==> src/rtl/vec_stream_pkg.sv <==
// ---------------------------------------------------------------------------
// vec_stream_pkg
// Shared types and helpers for the vector stream concatenate/split blocks.
//   split_state_t : split2 controller state (FILL collects one vector,
//                   DRAIN hands it out on the two output lanes)
//   ptr_width()   : width of an element-counting pointer for a vector of
//                   'total' elements ($clog2(total)+1, so the pointer can
//                   also represent the value 'total' without wrapping)
// ---------------------------------------------------------------------------
package vec_stream_pkg;

    typedef enum logic {
        FILL  = 1'b0,
        DRAIN = 1'b1
    } split_state_t;

    function automatic int ptr_width(input int total);
        return $clog2(total) + 1;
    endfunction

endpackage : vec_stream_pkg

==> src/rtl/split_drain_lane.sv <==
// ---------------------------------------------------------------------------
// split_drain_lane
// One output lane of split2. Walks the lane's region of the shared vector
// buffer [Base, Base+Elements) in steps of PerRead elements and presents
// each step as a valid/ready beat. Once the last beat has been taken the
// lane raises done_o and stays quiet until the top level clears it.
//
// Ports
//   clk_in    in   clock, rising edge
//   rst_in    in   asynchronous active-low reset
//   active_i  in   top level is draining (buffer holds a complete vector)
//   clear_i   in   vector finished on both lanes: drop the done flag
//   buf_i     in   whole vector buffer, element e in [e*NBits +: NBits]
//   ready_i   in   lane consumer accepts the beat
//   valid_o   out  lane beat available
//   data_o    out  PerRead elements starting at Base+rd_ptr
//   done_o    out  this lane has delivered its full region
// ---------------------------------------------------------------------------
module split_drain_lane
    import vec_stream_pkg::*;
#(
    parameter int NBits    = 8,
    parameter int Total    = 6,
    parameter int Base     = 0,
    parameter int Elements = 4,
    parameter int PerRead  = 2,
    parameter int PtrW     = ptr_width(Total)
) (
    input  logic                     clk_in,
    input  logic                     rst_in,
    input  logic                     active_i,
    input  logic                     clear_i,
    input  logic [Total*NBits-1:0]   buf_i,
    input  logic                     ready_i,
    output logic                     valid_o,
    output logic [PerRead*NBits-1:0] data_o,
    output logic                     done_o
);

    localparam logic [PtrW-1:0] STEP      = PtrW'(PerRead);
    localparam logic [PtrW-1:0] LAST_BEAT = PtrW'(Elements - PerRead);

    logic [PtrW-1:0] rd_ptr_q, rd_ptr_d;
    logic            done_q, done_d;
    logic            fire;
    int              rd_base;

    assign valid_o = active_i && !done_q;
    assign fire    = valid_o && ready_i;
    assign done_o  = done_q;

    // Data is a pure function of registered state, so it cannot move while
    // the consumer stalls a beat.
    assign rd_base = Base + int'(rd_ptr_q);
    assign data_o  = buf_i[rd_base*NBits +: PerRead*NBits];

    always_comb begin
        rd_ptr_d = rd_ptr_q;
        done_d   = done_q;
        if (fire) begin
            if (rd_ptr_q == LAST_BEAT) begin
                rd_ptr_d = '0;
                done_d   = 1'b1;
            end else begin
                rd_ptr_d = rd_ptr_q + STEP;
            end
        end
        // clear_i is only raised once both lanes are done, so it can never
        // coincide with a handshake on this lane.
        if (clear_i) begin
            done_d = 1'b0;
        end
    end

    always_ff @(posedge clk_in or negedge rst_in) begin
        if (!rst_in) begin
            rd_ptr_q <= '0;
            done_q   <= 1'b0;
        end else begin
            rd_ptr_q <= rd_ptr_d;
            done_q   <= done_d;
        end
    end

endmodule : split_drain_lane

==> src/rtl/split2.sv <==
// ---------------------------------------------------------------------------
// split2
// De-concatenates one vector stream into two. A full vector of
// VecElements0+VecElements1 elements is collected ElementsPerWrite at a time,
// then elements [0, VecElements0) leave on lane 0 and the rest on lane 1,
// each lane at its own beat width and at its own pace. When both lanes have
// drained, vec_done pulses and the block goes back to collecting.
//
// Ports
//   clk_in      in   clock, rising edge
//   rst_in      in   asynchronous active-low reset
//   in_valid    in   input beat offered
//   in_data     in   ElementsPerWrite elements, element k in [k*NBits +: NBits]
//   in_ready    out  block accepts an input beat (FILL only)
//   out0_valid  out  lane-0 beat available
//   out0_ready  in   lane-0 consumer takes the beat
//   out0_data   out  ElementsPerRead0 elements, same packing as in_data
//   out1_valid  out  lane-1 beat available
//   out1_ready  in   lane-1 consumer takes the beat
//   out1_data   out  ElementsPerRead1 elements, same packing as in_data
//   vec_done    out  one-cycle pulse when both lanes finished a vector
// ---------------------------------------------------------------------------
module split2
    import vec_stream_pkg::*;
#(
    parameter int NBits            = 8,
    parameter int VecElements0     = 4,
    parameter int VecElements1     = 2,
    parameter int ElementsPerWrite = 2,
    parameter int ElementsPerRead0 = 2,
    parameter int ElementsPerRead1 = 1
) (
    input  logic                              clk_in,
    input  logic                              rst_in,
    input  logic                              in_valid,
    input  logic [ElementsPerWrite*NBits-1:0] in_data,
    output logic                              in_ready,
    output logic                              out0_valid,
    input  logic                              out0_ready,
    output logic [ElementsPerRead0*NBits-1:0] out0_data,
    output logic                              out1_valid,
    input  logic                              out1_ready,
    output logic [ElementsPerRead1*NBits-1:0] out1_data,
    output logic                              vec_done
);

    localparam int TOTAL = VecElements0 + VecElements1;
    localparam int PW    = ptr_width(TOTAL);

    localparam logic [PW-1:0] WR_STEP = PW'(ElementsPerWrite);
    localparam logic [PW-1:0] WR_LAST = PW'(TOTAL - ElementsPerWrite);

    // ------------------------------------------------------------------
    // Parameter sanity: every beat width must tile its region exactly.
    // ------------------------------------------------------------------
    if (TOTAL % ElementsPerWrite != 0) begin : g_bad_write_width
        $error("split2: ElementsPerWrite must divide VecElements0+VecElements1");
    end
    if (VecElements0 % ElementsPerRead0 != 0) begin : g_bad_read0_width
        $error("split2: ElementsPerRead0 must divide VecElements0");
    end
    if (VecElements1 % ElementsPerRead1 != 0) begin : g_bad_read1_width
        $error("split2: ElementsPerRead1 must divide VecElements1");
    end

    split_state_t          state_q, state_d;
    logic [PW-1:0]         wr_ptr_q, wr_ptr_d;
    logic                  run_q;
    logic                  in_fire;
    logic                  draining;
    logic                  done0, done1;
    logic [TOTAL*NBits-1:0] buf_flat;

    // run_q holds in_ready low for the whole reset period and the cycle in
    // which reset is released; it rises at the first clock edge afterwards.
    always_ff @(posedge clk_in or negedge rst_in) begin
        if (!rst_in) begin
            run_q <= 1'b0;
        end else begin
            run_q <= 1'b1;
        end
    end

    assign draining = (state_q == DRAIN);
    assign in_ready = run_q && (state_q == FILL);
    assign in_fire  = in_valid && in_ready;
    // Done flags are only ever set while draining, but qualify anyway so the
    // pulse cannot appear in FILL.
    assign vec_done = draining && done0 && done1;

    // ------------------------------------------------------------------
    // Controller
    // ------------------------------------------------------------------
    always_comb begin
        state_d  = state_q;
        wr_ptr_d = wr_ptr_q;
        unique case (state_q)
            FILL: begin
                if (in_fire) begin
                    if (wr_ptr_q == WR_LAST) begin
                        wr_ptr_d = '0;
                        state_d  = DRAIN;
                    end else begin
                        wr_ptr_d = wr_ptr_q + WR_STEP;
                    end
                end
            end
            DRAIN: begin
                if (vec_done) begin
                    state_d = FILL;
                end
            end
            default: begin
                state_d  = FILL;
                wr_ptr_d = '0;
            end
        endcase
    end

    always_ff @(posedge clk_in or negedge rst_in) begin
        if (!rst_in) begin
            state_q  <= FILL;
            wr_ptr_q <= '0;
        end else begin
            state_q  <= state_d;
            wr_ptr_q <= wr_ptr_d;
        end
    end

    // ------------------------------------------------------------------
    // Vector buffer: one register per element. Each element decides on its
    // own whether the current input beat covers it, which keeps the write
    // path a small per-element mux instead of a shifted wide store.
    // ------------------------------------------------------------------
    for (genvar gi = 0; gi < TOTAL; gi++) begin : g_elem
        logic             hit;
        logic [NBits-1:0] wdata;
        logic [NBits-1:0] elem_q;

        always_comb begin
            hit   = 1'b0;
            wdata = '0;
            for (int k = 0; k < ElementsPerWrite; k++) begin
                if (int'(wr_ptr_q) + k == gi) begin
                    hit   = 1'b1;
                    wdata = in_data[k*NBits +: NBits];
                end
            end
        end

        always_ff @(posedge clk_in or negedge rst_in) begin
            if (!rst_in) begin
                elem_q <= '0;
            end else if (in_fire && hit) begin
                elem_q <= wdata;
            end
        end

        assign buf_flat[gi*NBits +: NBits] = elem_q;
    end

    // ------------------------------------------------------------------
    // Output lanes
    // ------------------------------------------------------------------
    split_drain_lane #(
        .NBits    (NBits),
        .Total    (TOTAL),
        .Base     (0),
        .Elements (VecElements0),
        .PerRead  (ElementsPerRead0),
        .PtrW     (PW)
    ) u_lane0 (
        .clk_in   (clk_in),
        .rst_in   (rst_in),
        .active_i (draining),
        .clear_i  (vec_done),
        .buf_i    (buf_flat),
        .ready_i  (out0_ready),
        .valid_o  (out0_valid),
        .data_o   (out0_data),
        .done_o   (done0)
    );

    split_drain_lane #(
        .NBits    (NBits),
        .Total    (TOTAL),
        .Base     (VecElements0),
        .Elements (VecElements1),
        .PerRead  (ElementsPerRead1),
        .PtrW     (PW)
    ) u_lane1 (
        .clk_in   (clk_in),
        .rst_in   (rst_in),
        .active_i (draining),
        .clear_i  (vec_done),
        .buf_i    (buf_flat),
        .ready_i  (out1_ready),
        .valid_o  (out1_valid),
        .data_o   (out1_data),
        .done_o   (done1)
    );

endmodule : split2
==> config.mk <==
export PLATFORM = sky130hd
export DESIGN_NAME = split2
export DESIGN_NICKNAME = d
export VERILOG_FILES = /design/src/rtl/vec_stream_pkg.sv /design/src/rtl/split_drain_lane.sv /design/src/rtl/split2.sv
export SDC_FILE = /design/constraint.sdc
export NUM_CORES = 1
export LEC_CHECK = 0
export CAP_MARGIN = 20
export CORE_ASPECT_RATIO = 0.5
export CORE_MARGIN = 2
export CORE_UTILIZATION = 40
export CTS_CLUSTER_DIAMETER = 100
export DETAILED_ROUTE_END_ITERATION = 7
export PLACE_DENSITY = 0.58
export SETUP_SLACK_MARGIN = 0.3
export SYNTH_ARGS = -nofsm -noshare
export SYNTH_HDL_FRONTEND = slang
export SYNTH_SLANG_ARGS = --single-unit
==> constraint.sdc <==
create_clock -name clk_in -period 2.5 [get_ports clk_in]
set_clock_uncertainty 0.1 [all_clocks]
set_input_delay 0.5 -clock clk_in [delete_from_list [all_inputs] [get_ports clk_in]]
set_output_delay 0.5 -clock clk_in [all_outputs]
set_load 0.05 [all_outputs]
Word-level counts from Yosys, hierarchy flattened
Cells that the tools add are included.
{ "op_classes": {"n_reduce_logical": 25, "shifts": 2, "div_mod_pow": 0, "n_lt_le_gt_ge": 0, "addsub": 5, "n_bitwise": 1, "multipliers": 0, "eq_ne": 13, "mux": 37} }
{ "ops": {"columns": ["op", "n"], "rows": [
  ["$mux 8", 12],
  ["$eq 32x3->1 const B", 2],
  ["$logic_not 32->1", 2],
  ["$shiftx 48x32->8", 1],
  ["$shiftx 48x8->16", 1],
  ["$eq 32x2->1 const B", 1],
  ["$eq 32x4->1 const B", 1],
  ["$mux 1", 21],
  ["$logic_and 1x1->1", 14],
  ["$eq 4x3->1 const B", 3],
  ["$mux 4", 3],
  ["$add 4x2->4 const B", 2],
  ["$eq 4x2->1 const B", 2],
  ["$eq 4x4->1 const B", 2],
  ["$reduce_bool 2->1", 4],
  ["$reduce_and 2->1", 3],
  ["$add 3x4->5 const A", 1],
  ["$add 4x1->5 const B", 1],
  ["$eq 5x3->1 const B", 1],
  ["$add 4x1->4 const B", 1],
  ["$eq 4x1->1 const B", 1],
  ["$logic_not 1->1", 2],
  ["$pmux 1 s2", 1],
  ["$not 1->1", 1]
]} }
{ "word_totals": {"in_bits": 21, "latchBits": 0, "mem_count": 0, "out_inout_bits": 28, "ff_bits": 64, "mem_bits_rw": 0, "rom_bits": 0} }

Logic depth before layout (Yosys ltp)
Gate-level depths: netlist of the first run.
{ "logic_depth": {"depth_word": 5, "mapped_depth": 6, "depth_no_buf": 4} }

Cells and area by module
From an unflattened synthesis of the first run, not the netlist that was laid out.
{ "unflattened": {"cells_unflattened": 242, "hier_area_um2": 3235.6} }
{ "by_module_without_submodules": {"columns": ["mod", "area_each_um2", "seq_area_each_um2", "cells_each", "instances"], "rows": [
  ["split2", 2165.8, 1326.3, 128, 1],
  ["split_drain_lane at u_lane0", 719.4, 100.1, 77, 1],
  ["split_drain_lane at u_lane1", 350.3, 125.1, 37, 1]
]} }

Worst setup path before layout of the first run
OpenSTA, ideal clock, no wires.
{ "synth_timing": {"path_kind": "reg2out", "start": "register u_lane0.rd_ptr_q[2]", "end": "output port out0_data[0]", "setup_slack_ps": -164, "t_required_ps": 1900, "n_path_buf": 3, "t_arrival_ps": 2064, "stages_incl_launch_ff": 7, "cell_sequence": "dfrtp_1 -> buf_2 -> nor2b_1 -> clkbuf_1 -> clkbuf_1 -> nand2_1 -> a21oi_1"} }
{ "synth_between": {"elab_chain_len": 1} }
{ "synth_lines": {"columns": ["element", "line", "source"], "rows": [
  ["from (decl)", "split_drain_lane.sv:43", "logic [PtrW-1:0] rd_ptr_q, rd_ptr_d;"],
  ["from (signal assigned)", "split_drain_lane.sv:80", "rd_ptr_q <= rd_ptr_d;"],
  ["$shiftx 48x8->16", "split_drain_lane.sv:55", "assign data_o = buf_i[rd_base*NBits +: PerRead*NBits];"],
  ["to (decl)", "split2.sv:40", "output logic [ElementsPerRead0*NBits-1:0] out0_data,"]
]} }
No other way between the ends.

Worst setup path in the final report of the first run
{ "layout_timing": {"start": "register u_lane0.rd_ptr_q[2]", "end": "output port out0_data[6]"} }
Same word-level chain as after synthesis.

==> results.cfg, run 1 <==
[run_status]
status = finished, final reports clean

[synth]
ys_types = 35
postSynth.asyncResetShare = 1.00
synth_area_leaders = dfrtp_1, mux2_4, mux2i_1
synth_top_cell_by_area = dfrtp_1
synthCells = 251
avgSynthCellArea_sq_um = 12.4
syn-cell-area_sq_mm = 0.00312
ys_warn_count = 0
ys_ff_latch = 62
synth_edf_count = 0
yosysTopAreaCellShare = 0.497
syn_nets = 274
seq_area_frac_synth = 0.497
ys.flop_type = dfrtp_1

[clocking]
clk_path_buf_depth = 2
cts_buffers = 9
clkLatencyLatePin_ps = 330
cts_tree = done
cts-root-buf = clkbuf_16
htreeDepth = 3
ctsHoldBuffers = 0
cts.sinks = 62
clk_pin_slew_ps = 50

[setup_path]
path_class = reg -> out
cp-end-kind = output pin
critPathBufInv = 2
cp_cell_sequence = buf_8, mux2i_1, or2_2, a21oi_4, buf_12
arrival_ps = 1690
max_stage_delay_ps = 440
cpLargestDelayFamily = flip-flops
required_ps = 1900
crit_fanout = 9
crit_path_start_kind = flip-flop
slowest_stage = dfrtp_2

[timing]
worst_pin_slew_ps = 548
finalWorstSetupSlack_ps = 210
grt_setup_unrepaired = true
hold_viol_final = 0
post-route-period-util = 0.916
fin_tns_setup_ps = 0
maxSlewViolCount = 0
setup_viol = 0
fmax_mhz = 437
fin_crit_ps = 2290
slew_headroom = 0.635

[flow_run]
drv_cap = 0

[power_and_ir_drop]
power.density_mw_per_mm2 = 1640
total_leakage_power_nw = 2.01
peakVddDrop_mv = 0.910
finalPower_mw = 7.27

[global_routing]
grt_first_pass_wirelength_um = 11700
grt_usage = 0.187
grt_pass1_vias = 2252
grt_max_degree = 63
grt_antenna_before_repair = 0
overflow = 0

[placed_design]
portBuffers = 48
hpwl_um = 4690
dp_cells = 391
pre_cts_slack_ps = 63.5
routabilityCongestion = 0.732

[route]
drt-total-wl_um = 7210
vias = 2092
wl_per_cell_um = 17.5
drtPass1Iterations = 5
ant_nets = 0
drt_iter0_drc = 118
routed_via_density = 5.08
drcViolationCount = 0

[floorplan]
die_w_um = 129
pin_count = 49
die-area_sq_mm = 0.00857
coreArea_sq_mm = 0.00743
fp-row-count = 22
initial_core_util = 0.420
die_h_um = 66.5

[finish]
nNetsFinal = 334
diodes = 0
stdcell_count = 412
layout-drive-gt1-share = 0.443
area_growth_pct = 41.8

[min_path]
hp-class = in -> async
power by group:
part           internal, mW  leakage, nW  switching [mW]
clock                 0.691        0.132           0.428
combinational          2.12         1.12            2.18
sequential             1.47        0.757           0.376
total                  4.29         2.01            2.99
registers in the layout, indices dropped and copies added (netlist names):
signal	cells
run_q	1
u_lane1.rd_ptr_q	4
u_lane0.done_o	1
g_elem.elem_q	48
wr_ptr_q	3
u_lane0.rd_ptr_q	3
draining	1
u_lane1.done_o	1
what timing repair did:
item	in CTS	in global routing
endpoints found under the hold margin	0	0
endpoints found under the setup margin	21	24
cloned	1	0
buffers inserted	4	0
resized for setup	18	3
pin swaps	7	4
metal layers:
metal  up-vias  global-route usage  share of wire
met1      1048               0.246           0.49
met4         0              0.0530         0.0090
met3         6              0.0675          0.046
met5         -                   0              0
met2        41               0.291           0.45
li1        997                   -              -
layout make-up:
type / instances / area [sq um]
Fill cell: 609 / 3010
Tap cell: 96 / 120
Clock inverter: 4 / 22.5
Timing Repair Buffer: 65 / 845
Multi-Input combinational cell: 171 / 1630
Inverter: 2 / 7.51
Sequential cell: 62 / 1550
Clock buffer: 12 / 246
cells by family (layout without fill, tap and decap cells):
group,Yosys count,after routing,share of synthesized area
mux,73,73,0.275
simple gates,67,67,0.123
flops,62,62,0.497
compound gates,23,23,0.0429
buf+inv,18,83,0.0377
xor+xnor,5,5,0.0140
fa+ha+maj,2,2,0.00802
other cells,1,1,0.00120
Yosys cell counts (3+ instances only):
cell       n
nor2_1    11
or2_2     16
xnor2_1    5
a21oi_1   17
nor2b_1    5
buf_6      4
mux2_4    18
nand2_1   17
mux2_1    10
dfrtp_1   62
mux2i_1   24
nand4b_1   3
nor3_1     3
a21o_1     3
clkbuf_1   8
buf_2      3
mux2_2    21
worst paths after layout:
| path | start | cells after the start | to | slack (ps) |
|---|---|---|---|---|
| worst max-delay path | u_lane0.rd_ptr_q[2] | 5 | out0_data[6] | 210 |
| worst min-delay path | rst_in | 2 | g_elem[3].elem_q[5] | 70 |
| worst max register to register | draining | 4 | g_elem[2].elem_q[3] | 520 |
| worst min register to register | g_elem[0].elem_q[4] | 1 | g_elem[0].elem_q[4] | 390 |
| max in group asynchronous | rst_in | 2 | u_lane0.rd_ptr_q[2] | 1930 |
| min in group clk_in | g_elem[0].elem_q[4] | 1 | g_elem[0].elem_q[4] | 390 |
cells in the final DEF, fill, tap and decap left out, types with 6 or more instances in the layout:
cell	instances
mux2_4	18
mux2_1	10
clkdlybuf4s50_1	19
mux2_2	21
nand2_1	17
buf_12	23
a21oi_4	13
or2_2	14
clkbuf_16	9
mux2i_1	24
nor2_1	6
buf_4	16
dfrtp_1	60
per-stage QoR:
step	utilization	hold WS [ps]	area, sq um
after floorplan	-	104	3260
after global placement	0.545	372	4050
after detailed placement	0.545	380	4050
after CTS	0.594	88.9	4410
after global routing	0.595	97.4	4430
final	0.595	66.7	4430
No activity file was read; power rests on OpenSTA's default activity.
==> inputs of run 2 (changes only) <==
--- a/config.mk
+++ b/config.mk
@@ -11,8 +11,10 @@
 export CORE_UTILIZATION = 40
 export CTS_CLUSTER_DIAMETER = 100
 export DETAILED_ROUTE_END_ITERATION = 7
+export MAX_ROUTING_LAYER = met4
 export PLACE_DENSITY = 0.58
 export SETUP_SLACK_MARGIN = 0.3
+export SLEW_MARGIN = 0
 export SYNTH_ARGS = -nofsm -noshare
 export SYNTH_HDL_FRONTEND = slang
 export SYNTH_SLANG_ARGS = --single-unit
==> run 2 against run 1 <==
Die area stayed put. Critical path depth did not move. Routed wire length barely moved. Sequential share of layout area did not move. Critical path type unchanged. Critical endpoint unchanged.
==> results.cfg, run 2 (synthesis results as in run 1) <==
[run_status]
status = finished, final reports clean

[setup_path]
r2r_start = draining
cp_cell_sequence = buf_8, mux2i_1, or2_2, a21oi_4, buf_12
cpLargestDelayFamily = flip-flops
critPathBufInv = 2
endpoint = out0_data[6]
required_ps = 1900
reg2reg_to = g_elem[2].elem_q[3]
max_stage_delay_ps = 440
arrival_ps = 1690
slowest_stage = dfrtp_2
crit_path_start_kind = flip-flop
crit_start = u_lane0.rd_ptr_q[2]
reg2reg_slack_ps = 520
crit_fanout = 9
crit_cells = 5
cp-end-kind = output pin
reg2reg_depth = 4
path_class = reg -> out

[placed_design]
hpwl_um = 4690
placed_cell_area_sq_mm = 0.00405
routabilityCongestion = 0.741
pre_cts_slack_ps = 63.5
portBuffers = 48

[finish]
area_growth_pct = 41.8
regMostFlops = g_elem.elem_q
design_area_sq_mm = 0.00443
largest_registers = g_elem.elem_q: 48 flops, u_lane1.rd_ptr_q: 4 flops
diodes = 0
layout-drive-gt1-share = 0.443
layout_commonest_cell = dfrtp_1
nNetsFinal = 334
fillers = 609
layout_common_cells = dfrtp_1, mux2i_1, buf_12, mux2_2, clkdlybuf4s50_1
largest_reg_flops = 48

[flow_run]
drv_cap = 0

[power_and_ir_drop]
finalPower_mw = 7.27
peakVddDrop_mv = 0.909
total_leakage_power_nw = 2.01
power.density_mw_per_mm2 = 1640

[floorplan]
die_h_um = 66.5
coreArea_sq_mm = 0.00743
die_w_um = 129
pin_count = 49
initial_core_util = 0.420
fp-row-count = 22
die-area_sq_mm = 0.00857

[route]
wl_per_cell_um = 17.5
ant_nets = 0
routed_via_density = 5.10
drcViolationCount = 0
drtPass1Iterations = 6
drt_iter0_drc = 128
drt-total-wl_um = 7220
vias = 2102

[clocking]
cts_buffers = 9
cts.sinks = 62
clk_path_buf_depth = 2
ctsHoldBuffers = 0
cts-root-buf = clkbuf_16
clkLatencyLatePin_ps = 320
clk_pin_slew_ps = 50
cts_tree = done
htreeDepth = 3

[timing]
maxSlewViolCount = 0
fin_crit_ps = 2290
finalWorstSetupSlack_ps = 211
grt_setup_unrepaired = true
setup_viol = 0
worst_pin_slew_ps = 532
hold_viol_final = 0
post-route-period-util = 0.916
fin_tns_setup_ps = 0
fmax_mhz = 437
slew_headroom = 0.645

[global_routing]
met2_usage = 0.291
grt_max_degree = 63
globalRouteMet1Util = 0.248
overflow = 0
grt_first_pass_wirelength_um = 11700
grt_pass1_vias = 2250
grt_usage = 0.192
grt_use_met3 = 0.0651
busiest_layer = met2
grt_antenna_before_repair = 0

[min_path]
hp-class = in -> async
==> run 2: cell counts in the layout (fill, tap and decap cells not counted) <==
Identical to the previous run, type by type.
==> run 2: area by class of cell <==
| class | count | area, sq um | area share |
|---|---|---|---|
| multi-input combinational | 171 | 1630 | 0.368 |
| sequential | 62 | 1550 | 0.351 |
| timing repair buffer | 65 | 845 | 0.191 |
| clock buffer | 12 | 246 | 0.0557 |
| tap | 96 | 120 | 0.0271 |
| clock inverter | 4 | 22.5 | 0.00509 |
| inverter | 2 | 7.51 | 0.00170 |
==> run 2: layer usage <==
metal / wire length (um) / part of all wire / vias up
li1: - / - / 996
met1: 3550 / 0.49 / 1062
met2: 3300 / 0.46 / 38
met3: 284 / 0.039 / 6
met4: 85 / 0.012 / 0
met5: 0 / 0 / -
==> run 2: repair_timing <==
| action | in CTS | in global routing |
|---|---|---|
| endpoints found under the hold margin | 0 | 0 |
| pin swaps | 7 | 4 |
| buffers inserted | 4 | 0 |
| gates cloned | 1 | 0 |
| resized for setup | 18 | 3 |
| endpoints found under the setup margin | 21 | 24 |
==> run 2: through the flow <==
step	utilization	cells	hold WS (ps)
5_1_grt	0.595	412	102
2_1_floorplan	-	251	104
3_3_place_gp	0.545	391	372
3_5_place_dp	0.545	391	380
6_report	0.595	412	81.5
4_1_cts	0.594	412	88.9
==> run 2: worst min path at each step <==
stage / from / to / cells past startpoint
CTS: rst_in / g_elem[2].elem_q[4] / 2
finish: rst_in / g_elem[3].elem_q[5] / 2
global placement: g_elem[0].elem_q[4] / g_elem[0].elem_q[4] / 1
detailed placement: g_elem[0].elem_q[4] / g_elem[0].elem_q[4] / 1
global route: rst_in / g_elem[3].elem_q[5] / 2
floorplan: rst_in / draining / 0
==> run 2: worst register-to-register path, delay by kind of cell (launching register included) <==
family | cells | cell delay [ps]
and+or+nand+nor | 2 | 770
DFF | 1 | 480
muxes | 1 | 310
buffers and inverters | 1 | 200
==> run 2: report_power, final <==
group          total, mW  internal, mW  leakage (nW)  switching, mW
Clock               1.12         0.691         0.132          0.424
Combinational       4.31          2.12          1.12           2.18
Sequential          1.85          1.47         0.757          0.375
Total               7.27          4.29          2.01           2.98
